===== src/rtl/pipe_ctrl_pkg.sv =====
// rtl/pipe_ctrl_pkg.sv - shared pipeline register package: controller states and defaults
package pipe_ctrl_pkg;

    typedef enum logic [1:0] {
        ST_RUN      = 2'd0,
        ST_MEM_WAIT = 2'd1,
        ST_HALT     = 2'd2
    } pipe_state_t;

    localparam int MEM_WAIT_MAX_DEFAULT = 15;

endpackage


===== src/rtl/pipe_ctrl_hazard_detect.sv =====
// rtl/pipe_ctrl_hazard_detect.sv - load-use hazard compare between ID/EX and IF/ID
module hazard_detect (
    input  logic       mem_read,
    input  logic [4:0] rd,
    input  logic [4:0] rs1,
    input  logic [4:0] rs2,
    output logic       hazard
);

    // x0 is hardwired to zero, so a load targeting it never creates a dependency
    assign hazard = mem_read && (rd != 5'd0) && ((rd == rs1) || (rd == rs2));

endmodule


===== src/rtl/pipe_ctrl.sv =====
// rtl/pipe_ctrl.sv - pipeline stall/flush controller; PIPE_CTRL_PERF_EN adds performance counters
module pipe_ctrl
    import pipe_ctrl_pkg::*;
#(
    parameter int MEM_WAIT_MAX = MEM_WAIT_MAX_DEFAULT
) (
    input  logic        clk,
    input  logic        rst_n,
    input  logic        idex_mem_read,
    input  logic [4:0]  idex_rd,
    input  logic [4:0]  ifid_rs1,
    input  logic [4:0]  ifid_rs2,
    input  logic        exmem_branch_taken,
    input  logic        exmem_mem_req,
    input  logic        dmem_ack,
    output logic        pc_en,
    output logic        ifid_en,
    output logic        idex_en,
    output logic        exmem_en,
    output logic        memwb_en,
    output logic        ifid_flush,
    output logic        idex_flush,
    output logic        exmem_flush,
    output logic        memwb_flush,
    output logic        pc_sel_branch,
    output logic [1:0]  state,
`ifdef PIPE_CTRL_PERF_EN
    output logic [31:0] stall_cnt,
    output logic [31:0] flush_cnt,
    output logic [31:0] bubble_cnt,
`endif
    output logic        mem_timeout
);

    localparam logic [7:0] WAIT_MAX = MEM_WAIT_MAX[7:0];

    pipe_state_t cur_state;
    logic [7:0]  wait_cnt;
    logic        hazard;
    logic        is_stall;
    logic        is_flush;
    logic        is_bubble;
    logic        frozen;

    hazard_detect u_hazard (
        .mem_read (idex_mem_read),
        .rd       (idex_rd),
        .rs1      (ifid_rs1),
        .rs2      (ifid_rs2),
        .hazard   (hazard)
    );

    // Priority: memory stall, then branch flush, then load-use bubble.
    always_comb begin
        is_stall  = 1'b0;
        is_flush  = 1'b0;
        is_bubble = 1'b0;
        frozen    = 1'b0;
        case (cur_state)
            ST_RUN:      is_stall = exmem_mem_req && !dmem_ack;
            ST_MEM_WAIT: is_stall = !dmem_ack;
            default:     frozen   = 1'b1;
        endcase
        if (!frozen && !is_stall) begin
            is_flush  = exmem_branch_taken;
            is_bubble = !exmem_branch_taken && hazard;
        end
        if (!rst_n) begin
            is_stall  = 1'b0;
            is_flush  = 1'b0;
            is_bubble = 1'b0;
        end
    end

    assign pc_en         = rst_n && !frozen && !is_stall && !is_bubble;
    assign ifid_en       = rst_n && !frozen && !is_stall && !is_bubble;
    assign idex_en       = rst_n && !frozen && !is_stall;
    assign exmem_en      = rst_n && !frozen && !is_stall;
    assign memwb_en      = rst_n && !frozen;
    assign ifid_flush    = !rst_n || is_flush;
    assign idex_flush    = !rst_n || is_flush || is_bubble;
    assign exmem_flush   = !rst_n || is_flush;
    assign memwb_flush   = !rst_n || is_stall;
    assign pc_sel_branch = is_flush;
    assign state         = cur_state;

    always_ff @(posedge clk or negedge rst_n) begin
        if (!rst_n) begin
            cur_state   <= ST_RUN;
            wait_cnt    <= 8'd0;
            mem_timeout <= 1'b0;
        end else begin
            case (cur_state)
                ST_RUN: begin
                    if (exmem_mem_req && !dmem_ack) begin
                        cur_state <= ST_MEM_WAIT;
                        wait_cnt  <= 8'd1;
                    end
                end
                ST_MEM_WAIT: begin
                    if (dmem_ack) begin
                        cur_state <= ST_RUN;
                        wait_cnt  <= 8'd0;
                    end else if (wait_cnt >= WAIT_MAX) begin
                        cur_state   <= ST_HALT;
                        wait_cnt    <= 8'd0;
                        mem_timeout <= 1'b1;
                    end else begin
                        wait_cnt <= wait_cnt + 8'd1;
                    end
                end
                ST_HALT: begin
                    cur_state <= ST_HALT;
                    wait_cnt  <= 8'd0;
                end
                default: begin
                    cur_state <= ST_RUN;
                    wait_cnt  <= 8'd0;
                end
            endcase
        end
    end

`ifdef PIPE_CTRL_PERF_EN
    always_ff @(posedge clk or negedge rst_n) begin
        if (!rst_n) begin
            stall_cnt  <= 32'd0;
            flush_cnt  <= 32'd0;
            bubble_cnt <= 32'd0;
        end else begin
            if (is_stall && (stall_cnt != '1))
                stall_cnt <= stall_cnt + 32'd1;
            if (is_flush && (flush_cnt != '1))
                flush_cnt <= flush_cnt + 32'd1;
            if (is_bubble && (bubble_cnt != '1))
                bubble_cnt <= bubble_cnt + 32'd1;
        end
    end
`endif

endmodule


===== config.mk =====
export PLATFORM = sky130hd
export DESIGN_NAME = pipe_ctrl
export DESIGN_NICKNAME = d
export VERILOG_FILES = /design/src/rtl/pipe_ctrl_pkg.sv /design/src/rtl/pipe_ctrl_hazard_detect.sv /design/src/rtl/pipe_ctrl.sv
export SDC_FILE = /design/constraint.sdc
export NUM_CORES = 1
export LEC_CHECK = 0
export CAP_MARGIN = 20
export CORE_UTILIZATION = 43
export CTS_BUF_LIST = sky130_fd_sc_hd__clkbuf_16
export CTS_CLUSTER_DIAMETER = 60
export DETAILED_ROUTE_END_ITERATION = 10
export MAX_ROUTING_LAYER = met4
export PLACE_DENSITY = 0.83
export SYNTH_ARGS = -nofsm -noshare
export SYNTH_HDL_FRONTEND = slang
export SYNTH_SLANG_ARGS = --single-unit

===== constraint.sdc =====
create_clock -name clk -period 3 [get_ports clk]
set_input_delay 0.3 -clock clk [delete_from_list [all_inputs] [get_ports clk]]
set_output_delay 0.3 -clock clk [all_outputs]
set_load 0.05 [all_outputs]

======== Word level (Yosys, flattened, before mapping) ========
Cells that the tools add are included.
Widths: inputs -> output; s select.
word-level totals
  input port bits ......................... 21
  register bits after elaboration ......... 11
  logic and storage cells ................. 49
  output and inout port bits .............. 13
operators by class
  reductions and logical operators ........ 23
  bitwise gates (word level) .............. 1
  magnitude comparators ................... 1
  equality and inequality tests ........... 6
  multiplexer cells ....................... 14
  add/subtract/negate cells ............... 1
operator list
  operator             count
  $mux 8               3
  $pmux 8 s2           1
  $eq 5x5->1           2
  $add 8x1->8 const B  1
  $ge 8x4->1 const B   1
  $logic_and 1x1->1    8
  $logic_not 1->1      6
  $mux 2               3
  $pmux 2 s3           1
  $mux 1               5
  $reduce_bool 5->1    1
  $logic_or 1x1->1     4
  $ne 3x3->1 const B   1
  $reduce_and 3->1     1
  $eq 2x1->1 const B   1
  $eq 2x2->1 const B   1
  $logic_not 2->1      1
  $ne 2x2->1 const B   1
  $pmux 1 s2           1
  $reduce_and 2->1     1
  $reduce_or 2->1      1
  $not 1->1            1

======== Longest topological paths before layout ========
Gate-level depths: netlist of run 1.
  depth in word-level cells ............... 9
  mapped depth ............................ 5
  mapped depth without buffers ............ 5

======== Hierarchy ========
From an unflattened synthesis of run 1, not the netlist that was laid out.
unflattened totals
  cell total of the unflattened synthesis .. 76
  area, all modules ....................... 716.9 µm²
modules (own cells, without submodules)
  module         seq. area each (µm²)  instances  area each (µm²)  cells an instance
  pipe_ctrl      275.3                 1          591.8            59
  hazard_detect  0.0                   1          125.1            17

======== Worst setup path after synthesis of run 1 ========
OpenSTA, ideal clock, no wires.
  kind .................................... register to output
  start point ............................. register cur_state[1], in the netlist state[1]
  end point ............................... output pc_en
  buffers on the path ..................... 1
  path slack .............................. -0.065 ns
  cell stages (with the launch flop) ...... 5
  data required time ...................... 2.700 ns
  data arrival time ....................... 2.765 ns
  path through ............................ dfrtp_1 -> nor2b_1 -> nand2_1 -> a21oi_1 -> buf_4
on the way
  elaborated cells on any way between the ends .. 14
  those cells by class .................... eq/ne (1); mux (4); reduce/logical (9)
RTL lines
  what                                                  RTL line          RTL
  from (decl)                                           pipe_ctrl.sv:37   pipe_state_t cur_state;
  from (signal assigned)                                pipe_ctrl.sv:89   cur_state <= ST_RUN;
  from (signal assigned)                                pipe_ctrl.sv:96   cur_state <= ST_MEM_WAIT;
  from (signal assigned)                                pipe_ctrl.sv:102  cur_state <= ST_RUN;
  $eq 2x1->1 / $logic_not 2->1 (equally long branches)  pipe_ctrl.sv:59   case (cur_state)
  $reduce_or 2->1 (no line) *                           -
  $logic_and 1x1->1 *                                   -
  named net memwb_en                                    pipe_ctrl.sv:20   output logic memwb_en,
  $logic_and 1x1->1 * (2 in series)                     pipe_ctrl.sv:75   assign pc_en = rst_n && !frozen && !is_stall && !is_bubble;
  to (decl)                                             pipe_ctrl.sv:16   output logic pc_en,
The timed path passes the listed nets; every way through them passes the cells marked *.

======== Worst setup path in the final report of run 1 ========
  start point ............................. input dmem_ack
  end point ............................... output pc_sel_branch
on the way
  word-level cells in the longest chain between the ends .. 7
RTL lines
  what                 RTL line                          RTL
  from (decl)          pipe_ctrl.sv:15                   input logic dmem_ack,
  $logic_not 1->1 *    pipe_ctrl.sv:60, pipe_ctrl.sv:61
  $logic_and 1x1->1    pipe_ctrl.sv:60                   ST_RUN: is_stall = exmem_mem_req && !dmem_ack;
  $pmux 1 s2 *         pipe_ctrl.sv:59
  $logic_not 1->1 *    pipe_ctrl.sv:64                   if (!frozen && !is_stall) begin
  $logic_and 1x1->1 *  pipe_ctrl.sv:64
  $mux 1 *             pipe_ctrl.sv:64
  $mux 1 *             pipe_ctrl.sv:68                   if (!rst_n) begin
  to (decl)            pipe_ctrl.sv:25                   output logic pc_sel_branch,
Mark *: on every way between the ends. The rest lies on a longest branch, timed or not.

==> results of run 1 <==
flip-flops by register name (all words and copies together), names as in the netlist:
register,cells
wait_cnt,8
mem_timeout,1
state,2
path summary, 6_finish.rpt:
check / slack, ns / cells past startpoint / end
min: 0.43 / 2 / state[1]$_DFFE_PN0P_
max in group asynchronous: 2.42 / 2 / wait_cnt[5]$_DFFE_PN0P_
min in group clk: 0.46 / 1 / mem_timeout$_DFFE_PN0P_
max reg2reg: 1.47 / 4 / wait_cnt[3]$_DFFE_PN0P_
min reg2reg: 0.46 / 1 / mem_timeout$_DFFE_PN0P_
max: 0.67 / 5 / pc_sel_branch
kinds of logic after synthesis:
group,count (synthesis),share of synthesized area
xor+xnor,10,0.1205
simple gates,39,0.3029
fa+ha+maj,1,0.01721
flops,11,0.3787
buf+inv,5,0.04131
compound gates,16,0.1394
layout by cell type (no fill, tap or decap), types with 2 or more instances in the layout:
cell and n:
a21oi_1 3, and2_1 2, and3_1 2, buf_4 4
clkbuf_16 3, clkdlybuf4s50_1 30, dfrtp_1 11, inv_1 3
nand2_1 12, nand2b_1 2, nand3_1 5, nor2_1 6
o21ai_0 5, xnor2_1 10
power breakdown:
group          internal (uW)  leakage [uW]  total [uW]  switching, uW
clock                    175     0.0000423         238           63.5
sequential               170      0.000149         198           28.2
combinational            107      0.000306         273            166
metrics by stage:
| step | instances | hold WS [ns] |
|---|---|---|
| floorplan | 82 | 0.004409 |
| global placement | 129 | 0.4494 |
| detailed placement | 129 | 0.4542 |
| CTS | 133 | 0.4340 |
| global route | 133 | 0.4652 |
| finish | 133 | 0.4348 |
area by class of cell:
type                    count  area, um^2  share of cell area
well taps                  16       20.02             0.01760
repair buffers             34       330.3              0.2904
multi-input cells          66       425.4              0.3740
clock inverters             1       3.754            0.003300
inverters                   2       7.507            0.006601
flip-flops and latches     11       275.3              0.2420
clock buffers               3       75.07             0.06601
routing by layer:
metal	wire, um	up-vias	track usage
met5	0	-	-
met4	26	0	0.1091
met3	102	2	0.06809
met2	780	36	0.2925
met1	825	328	0.2626
li1	-	363	-
critical path, delay by kind of cell:
| kind | cells | cell delay [ns] |
|---|---|---|
| buffers and inverters | 2 | 1.32 |
| AO/OA/AOI/OAI | 2 | 0.28 |
| AND/OR/NAND/NOR | 1 | 0.12 |
==> metrics, run 1 <==
outcome finished, final reports clean; post-synth cell types 30; dominant register cell in the synthesized netlist dfrtp_1; Setup Slack @ Placement 0.6446 ns; final count of negative-setup-slack endpoints 0; slowest cell delay on critical path 0.82 ns; Crit Reg-Reg Startpoint state[1]$_DFFE_PN0P_; worst slew slack as a fraction of its limit 0.6555; Hold Path Class primary input to asynchronous set/reset pin; NumNets Final 140; setup repair after global routing missed its margin no; launch point of the critical path dmem_ack; FP Rows 14; kind of launch point of the worst setup path primary input; area fraction of the dominant cell type after synthesis 0.3787; number of levels in the clock H-tree 1; required time of the critical path 2.70 ns; number of max-capacitance violations reported 0; mean routed wirelength per cell 13.05 um; type of the worst setup path primary input to output pin; main area contributors after synthesis dfrtp_1 38%, xnor2_1 12%, nand2_1 6.2%, nand3_1 3.4%, o21ai_0 3.4%; Seq cells post-synth 11; clock net sink count 11; Detailed Routing Iterations Pass 1 4; timing-limited maximum frequency 428.5 MHz; Slowest-stage cell, CP clkdlybuf4s50_1; total track usage 0.2077; weighted congestion reported at the end of routability-driven placement 0.8641; Filler Cells Inserted 120; min Tclk post-route 2.333 ns; WL final 1.735 mm; Starting Density 0.4716; number of max-slew violations in the final report 0; Worst-path clk slew 0.04 ns; total die area 1859 um^2; number of CTS-inserted buffers 3; ANT nets after route 0; drt initial violations 19; summed area of non-filler cells in the final layout 1137 um^2; portion of the clock cycle consumed by the worst path in the final layout 0.7778; most used standard cells in the synthesized netlist 12 x nand2_1, 11 x dfrtp_1, 10 x xnor2_1; cell area reported after detailed placement 1059 um^2; total of cells resized after clock tree synthesis 0; PortBufs 33; number of nets produced by synthesis 104; synthesized cell area 726.9 um^2; cell repeated most along the worst path clkdlybuf4s50_1; clk buf depth 2; count leader, synth nand2_1; leakage power total 0.0004976 uW; Syn Area/Cell 8.865 um^2; setup skew after layout 0.0007296 ns; largest net degree at the start of global routing 13; HPWL after detailed placement 1.413 mm; clock tree from TritonCTS built; slew at the pin closest to its max-slew limit 0.5151 ns; Die Y 43.12 um; # hold bufs at CTS 0; Skew-Pair Late Insertion Delay 0.24 ns; clock root buffer clkbuf_16; power after layout 709.2 uW; antenna diode instance count 0; Area growth syn-to-layout 56.45%; Pwr per Cell Area 623.6 nW/um^2; Vias 729; die span in x 43.12 um; wire length of the first global-routing pass 2.725 mm; post-synthesis async set-or-reset flop share 1.000; final-layout setup total negative slack 0 ns; peak supply drop 0.6721 mV; DRC viols 0; Arrival @ worst endpoint 2.03 ns; remaining global-route overflow 0; share of cells above drive strength 1 0.09402; count of flip-flops with a built-in enable after synthesis 0; Final Core Density 0.7378; number of warnings printed during yosys synthesis 0; critical path endpoint category output pin; Seq/Total Area, Yosys 0.3787; final hold viol count 0; drt via density 5.481; peak fanout along the critical path 3; I/O pin count 34; ordered cell list for the critical path clkdlybuf4s50_1 -> o21bai_1 -> o21ai_0 -> nor2_1 -> clkdlybuf4s50_1; via count of the first global-routing pass 637; Cells after Synth 82; total core area 1541 um^2; Post-CTS Setup Bufs 0; cell type with the highest aggregate area in the netlist dfrtp_1; final worst setup slack 0.6665 ns; initial antenna violation count 0
Power figures use the tool's default switching activity.
==> run 2: changes to the inputs <==
- CORE_ASPECT_RATIO: unset -> 0.75
- CORE_UTILIZATION: 43 -> 36
- PLACE_DENSITY: 0.83 -> 0.74
- clock period: 3 -> 2.05 ns (I/O delays scaled with it)
==> run 2 against run 1 <==
  * Cell area up 15%
  * Total power up 59%
  * Critical path depth up 1
  * Non-clock buffer count up 5
  * Sequential share of layout area down 3.1 points
  * Largest cell class is now non-clock buffers
  * Flip-flop and latch count unchanged
==> metrics, run 2 (synthesized netlist as in run 1, its figures left out) <==
Area growth syn-to-layout 79.35%; weighted congestion reported at the end of routability-driven placement 0.8775; type of the worst setup path primary input to output pin; final hold viol count 0; top library cells by usage in the layout, fill and taps aside 23 x clkdlybuf4s50_1, 12 x nand2_1, 11 x dfrtp_1; Arrival @ worst endpoint 1.78 ns; remaining global-route overflow 0; initial antenna violation count 0; outcome finished, final reports clean; I/O pin count 34; die span in x 53.89 um; clk buf depth 2; Hold Path Class primary input to asynchronous set/reset pin; clock tree from TritonCTS built; FP Rows 13; number of flip-flops under the largest register name 8; antenna diode instance count 0; drt via density 5.285; Final Core Density 0.7221; PortBufs 33; leakage power total 0.0005798 uW; total core area 1805 um^2; min Tclk post-route 1.987 ns; via count of the first global-routing pass 726; Pwr per Cell Area 862.3 nW/um^2; register ranked first by flip-flop count wait_cnt; Vias 761; Skew-Pair Late Insertion Delay 0.24 ns; NumNets Final 145; Die Y 40.92 um; cell area reported after detailed placement 1225 um^2; number of levels in the clock H-tree 1; setup skew after layout 0.001087 ns; number of CTS-inserted buffers 3; Int Power 720.1 uW; proportion of power drawn by flip-flops and latches 0.263; DRC viols 0; critical path endpoint category output pin; portion of the clock cycle consumed by the worst path in the final layout 0.9695; switch share 0.3595; reported net switching power 404.2 uW; Starting Density 0.4026; setup repair after global routing missed its margin no; final count of negative-setup-slack endpoints 0; summed area of non-filler cells in the final layout 1304 um^2; Detailed Routing Iterations Pass 1 4; slew at the pin closest to its max-slew limit 0.4876 ns; largest net degree at the start of global routing 14; WL final 2.181 mm; final-layout setup total negative slack 0 ns; Worst-path clk slew 0.04 ns; clock power share 0.311; mean routed wirelength per cell 15.15 um; clock net sink count 11; kind of launch point of the worst setup path primary input; peak fanout along the critical path 2; Post-CTS Setup Bufs 0; share of cells above drive strength 1 0.2213; wire length of the first global-routing pass 3.353 mm; ANT nets after route 0; number of max-slew violations in the final report 0; commonest non-fill, non-tap cell in the layout clkdlybuf4s50_1; peak supply drop 0.6384 mV; total track usage 0.2346; HPWL after detailed placement 1.795 mm; number of max-capacitance violations reported 0; clock root buffer clkbuf_16; logic gate share of total power 0.425; required time of the critical path 1.85 ns; timing-limited maximum frequency 503.2 MHz; total die area 2205 um^2; worst slew slack as a fraction of its limit 0.6739; drt initial violations 29
==> run 2: cell count changes in the layout (fill, tap and decap cells not counted) <==
cell	before	now
nor2b_1	1	0
clkdlybuf4s50_1	30	23
o21ai_2	0	1
a31o_1	1	0
nor2b_4	0	1
buf_4	4	6
nor2_1	6	5
a31o_2	0	1
nor2_2	0	1
o21ai_0	5	4
buf_12	0	10
==> run 2: what timing repair did <==
action / CTS / global route
gates resized for setup: 0 / 0
setup endpoints to repair: 0 / 2
hold buffers: 0 / 0
==> run 2: layer usage <==
layer,routed length [um],part of all wire,GRT usage,up-vias
met2,1066,0.49,0.3673,29
li1,-,-,-,366
met3,113,0.052,0.09259,4
met1,971,0.45,0.2741,362
met4,29,0.013,0.08553,0
met5,0,0,-,-
==> run 2: layout make-up <==
type	instances	area (um^2)
Multi-Input combinational cell	66	439.2
Sequential cell	11	275.3
Fill cell	129	501.7
Clock buffer	3	75.07
Tap cell	22	27.53
Clock inverter	1	3.754
Inverter	2	7.507
Timing Repair Buffer	39	475.5
==> run 2: power by group through the flow <==
stage / Sequential (uW) / Combinational [uW] / Clock (uW)
4_1_cts: 295 / 478 / 353
2_1_floorplan: 319 / 236 / 0
3_5_place_dp: 296 / 473 / 0
6_report: 296 / 478 / 350
3_3_place_gp: 292 / 465 / 0
5_1_grt: 300 / 505 / 372
==> run 2: worst paths after layout <==
check                                          end  cells past startpoint               startpoint  slack, ns
hold / removal                state[1]$_DFFE_PN0P_                      2                    rst_n       0.32
min in group clk           mem_timeout$_DFFE_PN0P_                      1  mem_timeout$_DFFE_PN0P_       0.47
setup / recovery                           ifid_en                      6               idex_rd[2]       0.06
setup reg to reg           wait_cnt[3]$_DFFE_PN0P_                      4     state[1]$_DFFE_PN0P_       0.50
max in group asynchronous  wait_cnt[1]$_DFFE_PN0P_                      2                    rst_n       1.57
hold reg to reg            mem_timeout$_DFFE_PN0P_                      1  mem_timeout$_DFFE_PN0P_       0.47
==> run 2: critical path, stage by stage <==
cell,delay (ns)
clkdlybuf4s50_1,0.42
or4_1,0.53
nor2_1,0.11
nor3b_1,0.08
a21oi_2,0.26
buf_12,0.18
==> run 2: metrics by stage <==
stage                     hold WS, ns  cells  setup slack, ns  total power (uW)
final                          0.3197    144          0.06261              1124
after global routing           0.3384    144          0.01290              1177
after detailed placement       0.4585    140          0.03648             769.0
after CTS                      0.3306    144          0.03648              1126
after global placement         0.4501    140           0.1036             757.3
after floorplan              -0.09059     82          -0.1253             554.4
